## config.mk

```make
export PLATFORM = sky130hd
export DESIGN_NAME = uart_tx
export DESIGN_NICKNAME = d
export VERILOG_FILES = /design/src/rtl/uart_tx.sv
export SDC_FILE = /design/constraint.sdc
export NUM_CORES = 1
export LEC_CHECK = 0
export CAP_MARGIN = 10
export CORE_ASPECT_RATIO = 1.4
export CORE_MARGIN = 2
export CORE_UTILIZATION = 62
export CTS_CLUSTER_DIAMETER = 50
export CTS_CLUSTER_SIZE = 10
export DETAILED_ROUTE_END_ITERATION = 12
export GPL_ROUTABILITY_DRIVEN = 0
export GPL_TIMING_DRIVEN = 0
export PLACE_DENSITY = 0.84
export SLEW_MARGIN = 0
export SYNTH_ARGS = -nofsm -noshare
export SYNTH_HDL_FRONTEND = slang
export SYNTH_SLANG_ARGS = --single-unit
export TNS_END_PERCENT = 30
```

## constraint.sdc

```tcl
create_clock -name clk -period 6.4 [get_ports clk]
set_input_delay 0.64 -clock clk [delete_from_list [all_inputs] [get_ports clk]]
set_output_delay 0.64 -clock clk [all_outputs]
set_load 0.05 [all_outputs]
```

## src/rtl/uart_tx.sv

```systemverilog
// uart_tx: 8-bit UART transmitter with optional parity, 1 or 2 stop bits and a one-entry holding buffer.
module uart_tx #(
  parameter int CLKS_PER_BIT = 234,
  parameter int PARITY_EN = 0,
  parameter int PARITY_ODD = 0,
  parameter int STOP_BITS = 1
) (
  input  logic       clk,
  input  logic       rst,
  input  logic       i_enableTx,
  input  logic [7:0] i_bitsTx,
  output logic       o_tx,
  output logic       o_busy,
  output logic       o_pending,
  output logic       o_done,
  output logic       o_overrun
);
  localparam int CW = CLKS_PER_BIT > 1 ? $clog2(CLKS_PER_BIT) : 1;
  typedef enum logic [2:0] {IDLE, START, DATA, PARITY, STOP} state_t;
  state_t state_q, state_d;
  logic [CW-1:0] cnt_q, cnt_d;
  logic [2:0] bit_q, bit_d;
  logic stop_q, stop_d;
  logic [7:0] data_q, data_d, buf_q, buf_d;
  logic pend_q, pend_d, tx_q, tx_d, ovr_q, ovr_d;
  logic last, fin;
  always_comb begin
    last = cnt_q == CW'(CLKS_PER_BIT - 1);
    fin = state_q == STOP && last && stop_q == 1'(STOP_BITS - 1);
    state_d = state_q;
    cnt_d = (state_q == IDLE || last) ? '0 : cnt_q + 1'b1;
    bit_d = bit_q;
    stop_d = stop_q;
    data_d = data_q;
    buf_d = buf_q;
    pend_d = pend_q;
    ovr_d = 1'b0;
    case (state_q)
      IDLE: if (i_enableTx) begin
        state_d = START;
        data_d = i_bitsTx;
      end
      START: if (last) begin
        state_d = DATA;
        bit_d = '0;
      end
      DATA: if (last) begin
        bit_d = bit_q == 3'd7 ? bit_q : bit_q + 1'b1;
        if (bit_q == 3'd7) begin
          state_d = PARITY_EN != 0 ? PARITY : STOP;
          stop_d = 1'b0;
        end
      end
      PARITY: if (last) begin
        state_d = STOP;
        stop_d = 1'b0;
      end
      STOP: if (last) stop_d = 1'b1;
      default: state_d = IDLE;
    endcase
    // The last stop cycle hands off to the buffered byte (or a fresh request) with no idle gap
    if (fin) begin
      state_d = (pend_q || i_enableTx) ? START : IDLE;
      data_d = pend_q ? buf_q : i_enableTx ? i_bitsTx : data_q;
      pend_d = pend_q && i_enableTx;
      buf_d = (pend_q && i_enableTx) ? i_bitsTx : buf_q;
    end else if (state_q != IDLE && i_enableTx) begin
      ovr_d = pend_q;
      pend_d = 1'b1;
      buf_d = pend_q ? buf_q : i_bitsTx;
    end
    tx_d = state_d == START ? 1'b0 :
           state_d == DATA ? data_d[bit_d] :
           state_d == PARITY ? (^data_d) ^ (PARITY_ODD != 0) : 1'b1;
  end
  always_ff @(posedge clk) begin
    if (rst) begin
      state_q <= IDLE;
      cnt_q <= '0;
      bit_q <= '0;
      stop_q <= 1'b0;
      data_q <= '0;
      buf_q <= '0;
      pend_q <= 1'b0;
      tx_q <= 1'b1;
      ovr_q <= 1'b0;
    end else begin
      state_q <= state_d;
      cnt_q <= cnt_d;
      bit_q <= bit_d;
      stop_q <= stop_d;
      data_q <= data_d;
      buf_q <= buf_d;
      pend_q <= pend_d;
      tx_q <= tx_d;
      ovr_q <= ovr_d;
    end
  end
  assign o_tx = tx_q;
  assign o_busy = state_q != IDLE;
  assign o_pending = pend_q;
  assign o_done = fin;
  assign o_overrun = ovr_q;
endmodule
```

==> reports/metrics.cfg <==
[setup_path]
critPathLaunchType=register
worstRegToRegCells=8
endpoint=o_done
cp.arrival_ps=2330
r2r_end=o_tx
reg2reg_slack_ps=3800
timing.rr.start=state_q[2]
crit_required_ps=5760
crit_type=register to output pin
worst_setup_path_end_kind=output pin
crit_path_max_fanout=10
worstSetupStartpoint=cnt_q[0]

[detailed_routing]
drc=0
via_count=1609
wl_per_cell_um=15.6
drt_iter0_drc=75
via_per_inst=5.96
routed_wl_um=4230
antenna_left=0
firstDrtPassIters=4

[clock_network]
cts_root_buf=clkbuf_8
clockBufferDepth=2
cts_tree=built
cts.sinks=34
htreeDepth=2
post-cts-setup-buffer-count=0
cts_buffers=5
cts-resized-gates=0
path_clk_slew_ps=60
clk_latency_ps=290
cts_hold_buf=0

[cells_and_area]
multi_input_area_um2=1190
diodes=0
fill_cells=234
layout-drive-gt1-share=0.117
postLayoutCellArea_um2=2220
layoutNonFillerInstCount=270
nets=245
regArea_um2=681
syn_to_final_growth_pct=13.1

[die]
core-area_um2=3060
start_util=0.641
die_y_um=70.6
fp.dieW_um=51.6
dieArea_um2=3640
rows=24
io_pins=16

[yosys]
synth-edff-count=0
syn_area_um2=1960
synth-async-reset-ratio=0
syn_nets=225
ys_ff_latch=34
synth_area_per_cell_um2=9.31
synthCells=211
synth_top_flop_cell=dfxtp_1
synthDistinctLibCells=48
ys_seq_area_frac=0.346
ys_warn_count=0

[timing]
fin_crit_ps=2970
tns_ps=0
worstMarginPinSlew_ps=644
hold_ws_ps=475
relSlewSlack=0.569
maxSlewViolCount=0
hold_viol=0
final.setup_skew_ps=7.82
fin_crit_sh=0.464
rsz0062_at_grt=no
setup_violations=0
max_clock_freq_mhz=337

[global_route]
grt_antenna_before_repair=0
grt_pass1_vias=1593
gr-usage-all-layers=0.254
grt_remaining_overflow=0
grt_pass1_wl_um=6890
grt_max_degree=11

[power_and_ir_drop]
powerDensity_nw_per_um2=211
total_power_uw=469
ir_drop_v=0.000174
cellLeakagePower_uw=0.000882

[run_status]
outcome=complete, no violations

[run]
max_cap_violations=0

[placement]
post-dp-hpwl_um=3130
place_area_um2=2140
placedCellCount=263
port_buffers=13

[hold_path]
hold_path_class=register to register

## cell usage in the layout, fill, tap and decap left out, types with 6 or more instances in the layout
| cell | instances |
|---|---|
| mux2_2 | 6 |
| o21ai_0 | 12 |
| nor2_1 | 20 |
| nand3_1 | 6 |
| dfxtp_1 | 34 |
| nor2b_1 | 11 |
| xnor2_1 | 7 |
| mux2_1 | 7 |
| clkbuf_1 | 6 |
| clkdlybuf4s50_1 | 13 |
| nand2_1 | 15 |
| mux2i_1 | 21 |
## per-layer routing
| metal | wire [um] | global-route usage | vias to the layer above |
|---|---|---|---|
| met5 | 0 | 0 | - |
| met4 | 99 | 0.146 | 0 |
| met3 | 141 | 0.0654 | 10 |
| met2 | 2390 | 0.464 | 37 |
| met1 | 1600 | 0.247 | 768 |
| li1 | - | - | 794 |
## final cells by class
| cell class | instances | area share |
|---|---|---|
| tap | 39 | 0.0220 |
| timing repair buffer | 13 | 0.0586 |
| buffer | 13 | 0.0338 |
| inverter | 5 | 0.00845 |
| clock buffer | 5 | 0.0310 |
| multi-input combinational | 159 | 0.535 |
| sequential | 34 | 0.306 |
| clock inverter | 2 | 0.00450 |
## synthesized netlist by cell type, drive strengths merged (2+ instances only)
master / number / share of area
o21ai: 12 / 0.031
a21oi: 3 / 0.0076
or3: 3 / 0.0096
nor4b: 2 / 0.020
a31oi: 3 / 0.0096
a22oi: 2 / 0.0076
dfxtp: 34 / 0.35
nand3: 6 / 0.015
nor2b: 11 / 0.035
mux2i: 21 / 0.11
and3: 3 / 0.012
nand2: 15 / 0.029
mux2: 17 / 0.11
nor3: 3 / 0.0076
ha: 3 / 0.019
nor2: 20 / 0.038
inv: 5 / 0.0096
buf: 7 / 0.027
xnor2: 7 / 0.031
xor2: 5 / 0.022
nor4: 2 / 0.0064
a211oi: 2 / 0.0076
clkbuf: 6 / 0.011
## critical path, stage by stage (launching register included)
cell and delay (ps):
dfxtp_1 380, ha_1 210, and3b_1 240, and3_4 230, buf_6 160, clkdlybuf4s50_1 810
## power breakdown
group          internal (uW)  switching (uW)  total (uW)
registers                221            4.51         225
logic                   45.1            52.0        97.1
clock network           72.8            74.0         147
## logic make-up after synthesis
| kind of cell | synth area share |
|---|---|
| muxes | 0.212 |
| DFF | 0.346 |
| adders and majority gates | 0.0191 |
| buffers and inverters | 0.0478 |
| AOI/OAI and AO/OA | 0.113 |
| and+or+nand+nor | 0.208 |
| xor gates and xnor gates | 0.0535 |
## sequential cells by signal, indices dropped and copies added (netlist names)
| register | count |
|---|---|
| data_q | 8 |
| o_overrun | 1 |
| bit_q | 3 |
| buf_q | 8 |
| stop_q | 1 |
| o_tx | 1 |
| cnt_q | 8 |
| o_pending | 1 |
| state_q | 3 |
## how the worst min path moves through the flow
| stage | endpoint | start | slack (ps) | depth (start not counted) |
|---|---|---|---|---|
| 6_report | cnt_q[0] | cnt_q[0] | 470 | 1 |
| 5_1_grt | cnt_q[0] | cnt_q[0] | 530 | 1 |
| 4_1_cts | cnt_q[0] | cnt_q[0] | 480 | 1 |
| 3_5_place_dp | cnt_q[0] | cnt_q[0] | 470 | 1 |
| 3_3_place_gp | cnt_q[0] | cnt_q[0] | 460 | 1 |
| 2_1_floorplan | cnt_q[0] | cnt_q[0] | 440 | 1 |
## metrics by stage
step	worst slack (ps)	utilization
floorplan	3780	-
global placement	3560	0.700
detailed placement	3500	0.700
CTS	3420	0.725
global route	3320	0.725
finish	3430	0.725
No activity file was read; power rests on OpenSTA's default activity.
